**src/rtl/id_decode_pipe_if.sv**
```systemverilog
// Handshake and decoded-beat bundle for id_decode_pipe.
// The master side feeds instructions and consumes decoded beats; the slave side is the stage itself.
interface id_decode_pipe_if #(
    parameter int LANES = 1
);
    logic                   flush;
    logic                   in_valid;
    logic                   in_ready;
    logic [32*LANES-1:0]    in_inst;
    logic                   out_valid;
    logic                   out_ready;
    logic [3*LANES-1:0]     out_immsel;
    logic [32*LANES-1:0]    out_imm;
    logic [5*LANES-1:0]     out_rs1;
    logic [5*LANES-1:0]     out_rs2;
    logic [5*LANES-1:0]     out_rd;
    logic [LANES-1:0]       out_uses_rs1;
    logic [LANES-1:0]       out_uses_rs2;
    logic [LANES-1:0]       out_writes_rd;
    logic [LANES-1:0]       out_illegal;

    modport master (
        output flush, in_valid, in_inst, out_ready,
        input  in_ready, out_valid, out_immsel, out_imm, out_rs1, out_rs2, out_rd,
               out_uses_rs1, out_uses_rs2, out_writes_rd, out_illegal
    );

    modport slave (
        input  flush, in_valid, in_inst, out_ready,
        output in_ready, out_valid, out_immsel, out_imm, out_rs1, out_rs2, out_rd,
               out_uses_rs1, out_uses_rs2, out_writes_rd, out_illegal
    );
endinterface

```
**src/rtl/id_decode_pipe.sv**
```systemverilog
// Registered RV32I decode stage (LANES per beat) with a main register plus one skid entry.
// Define ID_DECODE_ILLEGAL_EN to enable illegal-encoding detection on out_illegal.
module id_decode_pipe #(
    parameter int LANES = 1
) (
    input  logic               clk,
    input  logic               rst_n,
    id_decode_pipe_if.slave    bus
);
    localparam logic [2:0] IMM_I = 3'd0;
    localparam logic [2:0] IMM_S = 3'd1;
    localparam logic [2:0] IMM_B = 3'd2;
    localparam logic [2:0] IMM_U = 3'd3;
    localparam logic [2:0] IMM_J = 3'd4;

    localparam logic [4:0] OPC_LOAD   = 5'b00000;
    localparam logic [4:0] OPC_OP_IMM = 5'b00100;
    localparam logic [4:0] OPC_AUIPC  = 5'b00101;
    localparam logic [4:0] OPC_STORE  = 5'b01000;
    localparam logic [4:0] OPC_OP     = 5'b01100;
    localparam logic [4:0] OPC_LUI    = 5'b01101;
    localparam logic [4:0] OPC_BRANCH = 5'b11000;
    localparam logic [4:0] OPC_JALR   = 5'b11001;
    localparam logic [4:0] OPC_JAL    = 5'b11011;

    typedef struct packed {
        logic [2:0]  immsel;
        logic [31:0] imm;
        logic [4:0]  rs1;
        logic [4:0]  rs2;
        logic [4:0]  rd;
        logic        uses_rs1;
        logic        uses_rs2;
        logic        writes_rd;
        logic        illegal;
    } lane_dec_t;

    typedef lane_dec_t [LANES-1:0] beat_t;

`ifdef ID_DECODE_ILLEGAL_EN
    function automatic logic illegal_lane(input logic [31:0] inst);
        logic [2:0] f3;
        logic [6:0] f7;
        logic       bad;
        f3  = inst[14:12];
        f7  = inst[31:25];
        bad = (inst[1:0] != 2'b11);
        case (inst[6:2])
            OPC_OP: begin
                if (!(f7 == 7'h00 || (f7 == 7'h20 && (f3 == 3'd0 || f3 == 3'd5))))
                    bad = 1'b1;
            end
            OPC_OP_IMM: begin
                if (f3 == 3'd1 && f7 != 7'h00)
                    bad = 1'b1;
                else if (f3 == 3'd5 && f7 != 7'h00 && f7 != 7'h20)
                    bad = 1'b1;
            end
            OPC_LOAD:   if (f3 == 3'd3 || f3 >= 3'd6) bad = 1'b1;
            OPC_STORE:  if (f3 >= 3'd3) bad = 1'b1;
            OPC_BRANCH: if (f3 == 3'd2 || f3 == 3'd3) bad = 1'b1;
            OPC_JALR, OPC_JAL, OPC_LUI, OPC_AUIPC: ;
            default:    bad = 1'b1;
        endcase
        return bad;
    endfunction
`endif

    // Unknown opcodes fall through with an I-format immediate and no register usage.
    function automatic lane_dec_t decode_lane(input logic [31:0] inst);
        lane_dec_t d;
        d           = '0;
        d.rs1       = inst[19:15];
        d.rs2       = inst[24:20];
        d.rd        = inst[11:7];
        d.immsel    = IMM_I;
        d.imm       = {{20{inst[31]}}, inst[31:20]};
        case (inst[6:2])
            OPC_OP: begin
                d.imm       = '0;
                d.uses_rs1  = 1'b1;
                d.uses_rs2  = 1'b1;
                d.writes_rd = 1'b1;
            end
            OPC_OP_IMM, OPC_LOAD, OPC_JALR: begin
                d.uses_rs1  = 1'b1;
                d.writes_rd = 1'b1;
            end
            OPC_STORE: begin
                d.immsel   = IMM_S;
                d.imm      = {{20{inst[31]}}, inst[31:25], inst[11:7]};
                d.uses_rs1 = 1'b1;
                d.uses_rs2 = 1'b1;
            end
            OPC_BRANCH: begin
                d.immsel   = IMM_B;
                d.imm      = {{19{inst[31]}}, inst[31], inst[7], inst[30:25], inst[11:8], 1'b0};
                d.uses_rs1 = 1'b1;
                d.uses_rs2 = 1'b1;
            end
            OPC_JAL: begin
                d.immsel    = IMM_J;
                d.imm       = {{11{inst[31]}}, inst[31], inst[19:12], inst[20], inst[30:21], 1'b0};
                d.writes_rd = 1'b1;
            end
            OPC_LUI, OPC_AUIPC: begin
                d.immsel    = IMM_U;
                d.imm       = {inst[31:12], 12'b0};
                d.writes_rd = 1'b1;
            end
            default: ;
        endcase
`ifdef ID_DECODE_ILLEGAL_EN
        d.illegal = illegal_lane(inst);
        if (d.illegal)
            d.writes_rd = 1'b0;
`else
        d.illegal = 1'b0;
`endif
        if (inst[11:7] == 5'd0)
            d.writes_rd = 1'b0;
        return d;
    endfunction

    lane_dec_t in_dec [LANES];
    beat_t     in_beat;

    generate
        for (genvar gi = 0; gi < LANES; gi++) begin : g_dec
            assign in_dec[gi] = decode_lane(bus.in_inst[32*gi +: 32]);
        end
    endgenerate

    always_comb begin
        in_beat = '0;
        for (int k = 0; k < LANES; k++)
            in_beat[k] = in_dec[k];
    end

    logic  main_valid_q, main_valid_d;
    logic  skid_valid_q, skid_valid_d;
    logic  in_ready_q,   in_ready_d;
    beat_t main_data_q,  main_data_d;
    beat_t skid_data_q,  skid_data_d;
    logic  accept;
    logic  drain;

    always_comb begin
        main_valid_d = main_valid_q;
        skid_valid_d = skid_valid_q;
        main_data_d  = main_data_q;
        skid_data_d  = skid_data_q;
        accept       = bus.in_valid && in_ready_q;
        drain        = main_valid_q && bus.out_ready;

        if (bus.flush) begin
            main_valid_d = 1'b0;
            skid_valid_d = 1'b0;
        end else if (!main_valid_q || drain) begin
            // Main frees up: the older skid beat goes first, a new beat refills the skid.
            if (skid_valid_q) begin
                main_valid_d = 1'b1;
                main_data_d  = skid_data_q;
                skid_valid_d = accept;
                if (accept)
                    skid_data_d = in_beat;
            end else begin
                main_valid_d = accept;
                if (accept)
                    main_data_d = in_beat;
            end
        end else if (accept) begin
            skid_valid_d = 1'b1;
            skid_data_d  = in_beat;
        end

        in_ready_d = !skid_valid_d;
    end

    always_ff @(posedge clk) begin
        if (!rst_n) begin
            main_valid_q <= 1'b0;
            skid_valid_q <= 1'b0;
            in_ready_q   <= 1'b0;
            main_data_q  <= '0;
            skid_data_q  <= '0;
        end else begin
            main_valid_q <= main_valid_d;
            skid_valid_q <= skid_valid_d;
            in_ready_q   <= in_ready_d;
            main_data_q  <= main_data_d;
            skid_data_q  <= skid_data_d;
        end
    end

    logic [3*LANES-1:0]  immsel_o;
    logic [32*LANES-1:0] imm_o;
    logic [5*LANES-1:0]  rs1_o, rs2_o, rd_o;
    logic [LANES-1:0]    uses_rs1_o, uses_rs2_o, writes_rd_o, illegal_o;

    always_comb begin
        immsel_o    = '0;
        imm_o       = '0;
        rs1_o       = '0;
        rs2_o       = '0;
        rd_o        = '0;
        uses_rs1_o  = '0;
        uses_rs2_o  = '0;
        writes_rd_o = '0;
        illegal_o   = '0;
        for (int k = 0; k < LANES; k++) begin
            immsel_o[3*k +: 3]  = main_data_q[k].immsel;
            imm_o[32*k +: 32]   = main_data_q[k].imm;
            rs1_o[5*k +: 5]     = main_data_q[k].rs1;
            rs2_o[5*k +: 5]     = main_data_q[k].rs2;
            rd_o[5*k +: 5]      = main_data_q[k].rd;
            uses_rs1_o[k]       = main_data_q[k].uses_rs1;
            uses_rs2_o[k]       = main_data_q[k].uses_rs2;
            writes_rd_o[k]      = main_data_q[k].writes_rd;
            illegal_o[k]        = main_data_q[k].illegal;
        end
    end

    assign bus.in_ready      = in_ready_q;
    assign bus.out_valid     = main_valid_q;
    assign bus.out_immsel    = immsel_o;
    assign bus.out_imm       = imm_o;
    assign bus.out_rs1       = rs1_o;
    assign bus.out_rs2       = rs2_o;
    assign bus.out_rd        = rd_o;
    assign bus.out_uses_rs1  = uses_rs1_o;
    assign bus.out_uses_rs2  = uses_rs2_o;
    assign bus.out_writes_rd = writes_rd_o;
    assign bus.out_illegal   = illegal_o;
endmodule

```
**src/flat_wrapper.sv**
```systemverilog
// flat-port wrapper written by rule: the top's interface ports become plain ports
module id_decode_pipe_flat 
#(
    parameter int LANES = 1
)
  (clk, rst_n, bus_flush, bus_in_valid, bus_in_inst, bus_out_ready, bus_in_ready, bus_out_valid, bus_out_immsel, bus_out_imm, bus_out_rs1, bus_out_rs2, bus_out_rd, bus_out_uses_rs1, bus_out_uses_rs2, bus_out_writes_rd, bus_out_illegal);
  id_decode_pipe_if #(.LANES(LANES)) bus_i ();
  input  logic clk;
  input  logic rst_n;
  input wire logic [$bits(bus_i.flush)-1:0] bus_flush;
  input wire logic [$bits(bus_i.in_valid)-1:0] bus_in_valid;
  input wire logic [$bits(bus_i.in_inst)-1:0] bus_in_inst;
  input wire logic [$bits(bus_i.out_ready)-1:0] bus_out_ready;
  output wire logic [$bits(bus_i.in_ready)-1:0] bus_in_ready;
  output wire logic [$bits(bus_i.out_valid)-1:0] bus_out_valid;
  output wire logic [$bits(bus_i.out_immsel)-1:0] bus_out_immsel;
  output wire logic [$bits(bus_i.out_imm)-1:0] bus_out_imm;
  output wire logic [$bits(bus_i.out_rs1)-1:0] bus_out_rs1;
  output wire logic [$bits(bus_i.out_rs2)-1:0] bus_out_rs2;
  output wire logic [$bits(bus_i.out_rd)-1:0] bus_out_rd;
  output wire logic [$bits(bus_i.out_uses_rs1)-1:0] bus_out_uses_rs1;
  output wire logic [$bits(bus_i.out_uses_rs2)-1:0] bus_out_uses_rs2;
  output wire logic [$bits(bus_i.out_writes_rd)-1:0] bus_out_writes_rd;
  output wire logic [$bits(bus_i.out_illegal)-1:0] bus_out_illegal;
  assign bus_i.flush = bus_flush;
  assign bus_i.in_valid = bus_in_valid;
  assign bus_i.in_inst = bus_in_inst;
  assign bus_i.out_ready = bus_out_ready;
  assign bus_in_ready = bus_i.in_ready;
  assign bus_out_valid = bus_i.out_valid;
  assign bus_out_immsel = bus_i.out_immsel;
  assign bus_out_imm = bus_i.out_imm;
  assign bus_out_rs1 = bus_i.out_rs1;
  assign bus_out_rs2 = bus_i.out_rs2;
  assign bus_out_rd = bus_i.out_rd;
  assign bus_out_uses_rs1 = bus_i.out_uses_rs1;
  assign bus_out_uses_rs2 = bus_i.out_uses_rs2;
  assign bus_out_writes_rd = bus_i.out_writes_rd;
  assign bus_out_illegal = bus_i.out_illegal;
  id_decode_pipe #(.LANES(LANES)) u_core (.clk(clk), .rst_n(rst_n), .bus(bus_i));
endmodule
```
**config.mk**
```make
export PLATFORM = sky130hd
export DESIGN_NAME = id_decode_pipe_flat
export DESIGN_NICKNAME = d
export VERILOG_FILES = /design/src/rtl/id_decode_pipe_if.sv /design/src/rtl/id_decode_pipe.sv /design/src/flat_wrapper.sv
export SDC_FILE = /design/constraint.sdc
export NUM_CORES = 1
export LEC_CHECK = 0
export CAP_MARGIN = 15
export CORE_MARGIN = 8
export CORE_UTILIZATION = 40
export CTS_BUF_LIST = sky130_fd_sc_hd__clkbuf_4
export DETAILED_ROUTE_END_ITERATION = 10
export GPL_TIMING_DRIVEN = 0
export PLACE_DENSITY_LB_ADDON = 0.12
export RECOVER_POWER = 25
export SETUP_SLACK_MARGIN = 0.15
export SKIP_LAST_GASP = 1
export SLEW_MARGIN = 20
export SYNTH_ARGS = -nofsm -noshare
export SYNTH_HDL_FRONTEND = slang
export SYNTH_SLANG_ARGS = --single-unit
export TNS_END_PERCENT = 30
```
**constraint.sdc**
```tcl
create_clock -name clk -period 1.5 [get_ports clk]
set_input_delay 0.225 -clock clk [delete_from_list [all_inputs] [get_ports clk]]
set_output_delay 0.225 -clock clk [all_outputs]
set_load 0.02 [all_outputs]
```
==> metrics.md, run 1 <==
| Metric | Value |
|---|---|
| CP max FO | 10 |
| Core Footprint | 11500 um^2 |
| Critical Path Source Type | flip-flop |
| CTS clk-pin slew, worst paths | 0.16 ns |
| Hold_buf cts | 0 |
| PD cells | 784 nW/um^2 |
| Total GRT Usage | 0.200 |
| Final setup viols | 9 |
| TNS Setup | -0.205 ns |
| Max-cap check violation count | 0 |
| Die Span Y | 125 um |
| Post-DP HPWL | 11.2 mm |
| Area after DPL | 5840 um^2 |
| DRC Markers | 0 |
| Outcome | finished, violations left |
| VDD IR-drop max | 455 uV |
| Crit. End Element | flip-flop |
| Worst EP arrival | 1.96 ns |
| Syn. warnings | 0 |
| Min Hold Slack | 0.212 ns |
| Synth area leader | dfxtp_1 |
| CTS Buffer Depth | 2 |
| Reg2Reg Setup Slack | -0.04 ns |
| Cell area after layout | 7190 um^2 |
| Lkg Pwr | 2.69 nW |
| Critical path class | reg2reg |
| Slew margin rel. | 0.416 |
| Diodes inserted | 0 |
| Area Overhead vs Synth | 52.2% |
| Top cells by area, synth | dfxtp_1 46%, a211oi_1 6.4%, nand2_1 4.6%, nor2_1 4.2%, a221oi_1 4.1% |
| Htree depth | 3 |
| DRT iter0 DRCs | 395 |
| Tot Pwr | 5.64 mW |
| Hold Vio Cnt, Final | 0 |
| CTS tree | built |
| Initial Util | 0.412 |
| Sequential fraction of the synthesis area | 0.462 |
| First-pass iteration count of the detailed router | 5 |
| Via count | 4854 |
| First-pass GRT wire length | 25.2 mm |
| Max-slew violations | 0 |
| Setup ws final | -0.0381 ns |
| Worst-skew pair later-pin latency | 0.49 ns |
| Final WL | 17.3 mm |
| Worst-case reg-to-reg path depth | 7 |
| Final cycle utilization of the critical path | 1.03 |
| Min cycle time layout | 1.54 ns |
| Flops & latches, synth | 109 |
| TritonCTS buffer count | 9 |
| Nets@finish | 717 |
| Syn Area/Cell | 8.67 um^2 |
| Die footprint | 15500 um^2 |
| Top-area cell type share of the netlist area | 0.462 |
| Wire per inst | 20.9 um |
| Die X | 125 um |
| Initial antenna violation count | 0 |
| Hold-critical path depth | 2 |
| Root Buffer | clkbuf_4 |
| Skew final | 0.0229 ns |
| Io pins | 93 |
| Buffers on Ports | 87 |
| Layout cells sized above 1 | 0.329 |
| Vias per inst | 5.87 |
| RePlAce Congestion | 0.877 |
| Final ANT Viol Nets | 0 |
| Worst slack, placed | -0.746 ns |
| Critical Path RT | 1.92 ns |
| Failing checks | negative setup slack |
| Worst-margin pin slew | 0.876 ns |
| Syn Inst Count | 545 |
| Post-synth EDFFs | 0 |
| Cell Area, Synth | 4720 um^2 |
| Unique cell type count in the Yosys netlist | 53 |
| Highest Clock Rate | 0.650 GHz |
| Predominant post-synthesis flop cell | dfxtp_1 |
| Number of global-route vias before repair | 4657 |
| Post-synth ARST share | 0 |
| Largest net degree at the start of global routing | 17 |
| Rows | 39 |
| Clock sink total | 109 |
| Min-delay worst type | in2reg |
| Final global-route overflow total | 0 |
| Synthesized Nets | 582 |
| RSZ-0062 raised after global routing | yes |
-- flip-flops by register name, summed over array words and instances, names as in the netlist, 3 cells and up --
name / flops
u_core.skid_data_q: 53
u_core.bus.out_imm: 32
u_core.bus.out_rs1: 5
u_core.bus.out_rd: 5
u_core.bus.out_immsel: 3
u_core.bus.out_rs2: 5
-- report_power, final --
group	internal (mW)	leakage, nW	total (mW)	switching [mW]
Combinational	0.399	1.72	0.935	0.536
Sequential	2.97	0.888	3.02	0.0479
Clock	0.680	0.0815	1.68	1.00
Total	4.05	2.69	5.64	1.59
-- layer usage --
layer	wire, um	up-vias	GRT usage	part of all wire
met3	1220	28	0.0536	0.070
met5	0	-	0	0
met1	7240	2363	0.247	0.42
met2	8470	194	0.327	0.49
li1	-	2269	-	-
met4	332	0	0.0695	0.019
-- final timing paths --
| kind | startpoint | end |
|---|---|---|
| worst max-delay path | u_core.bus.in_ready | u_core.skid_data_q[13] |
| worst min-delay path | bus_flush | u_core.skid_valid_q |
| worst max register to register | u_core.bus.in_ready | u_core.skid_data_q[13] |
| worst min register to register | u_core.skid_data_q[15] | u_core.skid_data_q[15] |
-- worst max-delay path: stages, from the launching register on --
cell,delay [ns]
dfxtp_4,0.40
nand3b_1,0.14
buf_4,0.18
a21oi_4,0.17
buf_6,0.18
buf_4,0.20
nand2_1,0.07
a21oi_1,0.15
-- repair_timing --
| item | 4_1_cts | 5_1_grt |
|---|---|---|
| pin swaps | 14 | 37 |
| gates resized for setup | 186 | 130 |
| setup buffers | 15 | 11 |
| cloned | 5 | 6 |
| setup endpoints to repair | 161 | 159 |
-- layout by cell type, fill, tap and decap left out, types with 4 or more instances in the layout --
cell	Yosys	routed
nand2_4	0	5
clkdlybuf4s15_2	0	6
nand3_1	26	13
a211oi_1	40	22
mux2i_1	17	17
buf_6	2	10
dfxtp_2	0	9
dlygate4sd2_1	0	50
buf_12	0	5
buf_8	0	11
clkbuf_4	0	15
a22oi_1	6	4
clkbuf_16	0	8
nor2_2	0	5
nor3_1	20	17
clkbuf_1	25	10
a21oi_1	37	26
a211oi_2	0	16
dfxtp_1	109	99
nand3_2	0	11
o21ai_0	34	25
a21oi_2	1	10
buf_4	4	28
clkdlybuf4s50_1	0	28
a221oi_1	22	5
nand2_1	58	51
a221oi_2	1	17
o21ai_2	0	4
buf_2	22	9
o21ai_1	10	15
nor2_1	53	38
nor2_4	0	10
clkbuf_2	0	4
o211ai_1	16	16
-- kinds of logic after synthesis --
group,after synthesis,share of synthesized area
AO/OA/AOI/OAI,188,0.272
buffers and inverters,57,0.0575
flip-flops,109,0.462
multiplexers,18,0.0384
other,1,0.000794
AND/OR/NAND/NOR,172,0.170
-- area by class of cell --
cell class / count / area (um^2)
Buffer: 54 / 509
Clock inverter: 5 / 76.3
Tap cell: 143 / 179
Clock buffer: 10 / 75.1
Multi-Input combinational cell: 379 / 2850
Timing Repair Buffer: 124 / 1290
Fill cell: 944 / 4280
Sequential cell: 109 / 2200
Inverter: 3 / 11.3
-- cell usage after synthesis, types with 6 or more instances --
cell      count
mux2i_1      17
o211ai_1     16
buf_2        22
dfxtp_1     109
a22oi_1       6
o21ai_1      10
nor2_1       53
nand3_1      26
clkbuf_1     25
nand2_1      58
a221oi_1     22
a21oi_1      37
nor3_1       20
a211oi_1     40
o21ai_0      34
-- per-stage QoR --
stage	cells	util
2_1_floorplan	545	-
3_3_place_gp	775	0.509
3_5_place_dp	775	0.509
4_1_cts	810	0.569
5_1_grt	827	0.627
6_report	827	0.627
Power figures use the tool's default switching activity.
==> run 2: changes to the inputs <==
--- a/config.mk
+++ b/config.mk
@@ -6,8 +6,10 @@
 export NUM_CORES = 1
 export LEC_CHECK = 0
 export CAP_MARGIN = 15
+export CELL_PAD_IN_SITES_DETAIL_PLACEMENT = 0
+export CELL_PAD_IN_SITES_GLOBAL_PLACEMENT = 1
 export CORE_MARGIN = 8
-export CORE_UTILIZATION = 40
+export CORE_UTILIZATION = 36
 export CTS_BUF_LIST = sky130_fd_sc_hd__clkbuf_4
 export DETAILED_ROUTE_END_ITERATION = 10
 export GPL_TIMING_DRIVEN = 0
==> metrics.md, run 2 (same netlist as run 1, synthesis figures left out) <==
| Metric | Value |
|---|---|
| Largest net degree at the start of global routing | 18 (was 17) |
| Hold path start | bus_in_inst[3] (was bus_flush) |
| Register share of total power | 0.542 (was 0.535) |
| Critical Path RT | 1.91 ns (was 1.92 ns) |
| Critical R2R Capture | u_core.bus.out_imm[10] (was u_core.skid_data_q[13]) |
| Total GRT Usage | 0.196 (was 0.200) |
| Critical path class | reg2reg (unchanged) |
| Wire per inst | 20.5 um (was 20.9 um) |
| RSZ-0062 raised after global routing | yes (unchanged) |
| Most flop-heavy register | u_core.skid_data_q (unchanged) |
| RePlAce Congestion | 0.889 (was 0.877) |
| Buffers on Ports | 87 (unchanged) |
| TritonCTS buffer count | 9 (unchanged) |
| Met2 Wirelength | 8.31 mm (was 8.47 mm) |
| Reg2Reg Setup Slack | -0.10 ns (was -0.04 ns) |
| Die footprint | 17000 um^2 (was 15500 um^2) |
| Met1 Wirelength | 7.87 mm (was 7.24 mm) |
| Max-slew violations | 0 (unchanged) |
| Worst-case reg-to-reg path depth | 7 (unchanged) |
| Core Footprint | 13000 um^2 (was 11500 um^2) |
| Post-DP HPWL | 11.6 mm (was 11.2 mm) |
| Final cycle utilization of the critical path | 1.07 (was 1.03) |
| Io pins | 93 (unchanged) |
| Tot Pwr | 5.55 mW (was 5.64 mW) |
| Min Hold Slack | 0.205 ns (was 0.212 ns) |
| Metal3 WL | 974 um (was 1.22 mm) |
| CP startpoint | u_core.skid_valid_q (was u_core.bus.in_ready) |
| Root Buffer | clkbuf_4 (unchanged) |
| Failing checks | negative setup slack (unchanged) |
| TNS Setup | -1.56 ns (was -0.205 ns) |
| Switching share of power | 0.281 (was 0.282) |
| Combinational group share of total power | 0.157 (was 0.166) |
| Number of filler cells placed in the layout | 1244 (was 944) |
| PD cells | 793 nW/um^2 (was 784 nW/um^2) |
| Worst-margin pin slew | 0.830 ns (was 0.876 ns) |
| Commonest non-fill, non-tap cell in the layout | dfxtp_1 (unchanged) |
| Hold-critical path depth | 4 (was 2) |
| Worst-skew pair later-pin latency | 0.50 ns (was 0.49 ns) |
| Psw | 1.56 mW (was 1.59 mW) |
| Area after DPL | 5880 um^2 (was 5840 um^2) |
| CTS tree | built (unchanged) |
| CTS Buffer Depth | 2 (unchanged) |
| Initial antenna violation count | 1 (was 0) |
| First-pass GRT wire length | 25.2 mm (about the same) |
| Clock share of power | 0.301 (was 0.299) |
| Outcome | finished, violations left (unchanged) |
| Skew final | 0.00984 ns (was 0.0229 ns) |
| DRT iter0 DRCs | 406 (was 395) |
| Internal | 3.99 mW (was 4.05 mW) |
| Max-cap check violation count | 0 (unchanged) |
| Commonest non-fill, non-tap cells in the layout | 99 x dfxtp_1, 53 x nor2_1, 46 x nand2_1 (was 99 x dfxtp_1, 51 x nand2_1, 50 x dlygate4sd2_1) |
| Uppermost layer routed | met4 (unchanged) |
| Layout cells sized above 1 | 0.294 (was 0.329) |
| Final ANT Viol Nets | 0 (unchanged) |
| First-pass iteration count of the detailed router | 5 (unchanged) |
| Hold Vio Cnt, Final | 0 (unchanged) |
| Via count | 4777 (was 4854) |
| Cell area after layout | 7000 um^2 (was 7190 um^2) |
| DRC Markers | 0 (unchanged) |
| Final WL | 17.5 mm (was 17.3 mm) |
| Number of global-route vias before repair | 4479 (was 4657) |
| Reg-to-Reg Start | u_core.skid_valid_q (was u_core.bus.in_ready) |
| Die Span Y | 131 um (was 125 um) |
| Lkg Pwr | 2.56 nW (was 2.69 nW) |
| Crit-path max cell delay | 0.43 ns (was 0.40 ns) |
| Vias per inst | 5.59 (was 5.87) |
| Min-delay worst type | in2reg (unchanged) |
| Min cycle time layout | 1.60 ns (was 1.54 ns) |
| Nets@finish | 709 (was 717) |
| Final setup viols | 36 (was 9) |
| Rows | 42 (was 39) |
| Hold_buf cts | 0 (unchanged) |
| Max FFs per register | 53 (unchanged) |
| Crit. End Element | flip-flop (unchanged) |
| VDD IR-drop max | 393 uV (was 455 uV) |
| Initial Util | 0.362 (was 0.412) |
| Htree depth | 3 (unchanged) |
| Clock sink total | 109 (unchanged) |
| CTS clk-pin slew, worst paths | 0.16 ns (about the same) |
| CP max FO | 5 (was 10) |
| Worst path cell trace | buf_6, a21oi_4, or3_4, buf_8, buf_12, a221oi_4, nor2_1 (was nand3b_1, buf_4, a21oi_4, buf_6, buf_4, nand2_1, a21oi_1) |
| Worst EP arrival | 2.01 ns (was 1.96 ns) |
| Hold EP | u_core.skid_data_q[3] (was u_core.skid_valid_q) |
| Setup ws final | -0.101 ns (was -0.0381 ns) |
| Area Overhead vs Synth | 48.2% (was 52.2%) |
| Critical Path Source Type | flip-flop (unchanged) |
| Slew margin rel. | 0.447 (was 0.416) |
| Highest Clock Rate | 0.624 GHz (was 0.650 GHz) |
| Final global-route overflow total | 0 (unchanged) |
| Die X | 131 um (was 125 um) |
| CP max-delay cell | or3_4 (was dfxtp_4) |
[run 2: critical path, delay by kind of cell, from the launching register on]
| kind | cells | cell delay (ns) |
|---|---|---|
| DFF | 1 | 0.36 |
| buffers and inverters | 3 | 0.41 |
| and+or+nand+nor | 2 | 0.49 |
| AOI/OAI and AO/OA | 2 | 0.24 |
[run 2: repair_timing]
action / in CTS / in global routing
gates cloned: 3 / 7
endpoints found under the setup margin: 161 / 146
gates resized for setup: 185 / 111
setup buffers: 8 / 11
pin swaps: 6 / 36
[run 2: power groups by stage]
stage          Clock, mW  Sequential (mW)  Combinational (mW)
3_5_place_dp           0             3.07               0.772
5_1_grt             1.82             3.02               0.925
2_1_floorplan          0             3.14               0.306
3_3_place_gp           0             3.07               0.769
4_1_cts             1.70             3.01               0.823
6_report            1.67             3.01               0.874
[run 2: metal layers]
layer  vias to the layer above  global-route usage
met5                         -                   0
met4                         0              0.0858
met3                        25              0.0381
met2                       160               0.309
met1                      2337               0.256
li1                       2255                   -
[run 2: how the worst max path moves through the flow]
| stage | endpoint | slack (ns) |
|---|---|---|
| 2_1_floorplan | u_core.bus.out_imm[10] | 0.03 |
| 3_3_place_gp | u_core.bus.out_immsel[2] | -0.74 |
| 3_5_place_dp | u_core.bus.out_immsel[2] | -0.76 |
| 4_1_cts | u_core.bus.out_imm[0] | -0.07 |
| 5_1_grt | u_core.bus.out_imm[19] | -0.15 |
| 6_report | u_core.bus.out_imm[10] | -0.10 |
[run 2: area by class of cell]
| class | instances | area (um^2) | share of cell area |
|---|---|---|---|
| Timing Repair Buffer | 116 | 1160 | 0.165 |
| Tap cell | 176 | 220 | 0.0315 |
| Buffer | 54 | 519 | 0.0742 |
| Sequential cell | 109 | 2200 | 0.314 |
| Multi-Input combinational cell | 379 | 2730 | 0.390 |
| Clock inverter | 7 | 90.1 | 0.0129 |
| Inverter | 3 | 11.3 | 0.00161 |
| Clock buffer | 9 | 67.6 | 0.00965 |
| Antenna cell | 1 | 2.50 | 0.000358 |
[run 2: per-stage QoR]
step | setup slack, ns | utilization | std cells
6_report | -0.101 | 0.537 | 854
5_1_grt | -0.145 | 0.537 | 854
4_1_cts | -0.0651 | 0.488 | 835
3_5_place_dp | -0.758 | 0.451 | 808
3_3_place_gp | -0.742 | 0.451 | 808
2_1_floorplan | 0.0329 | - | 545
==> run 3: changes to the inputs <==
--- a/config.mk
+++ b/config.mk
@@ -11,6 +11,7 @@
 export CORE_MARGIN = 8
 export CORE_UTILIZATION = 36
 export CTS_BUF_LIST = sky130_fd_sc_hd__clkbuf_4
+export CTS_CLUSTER_DIAMETER = 150
 export DETAILED_ROUTE_END_ITERATION = 10
 export GPL_TIMING_DRIVEN = 0
 export PLACE_DENSITY_LB_ADDON = 0.12
==> results of run 3 <==
Same layout as run 2: the final DEF is identical, and so are final timing and power.
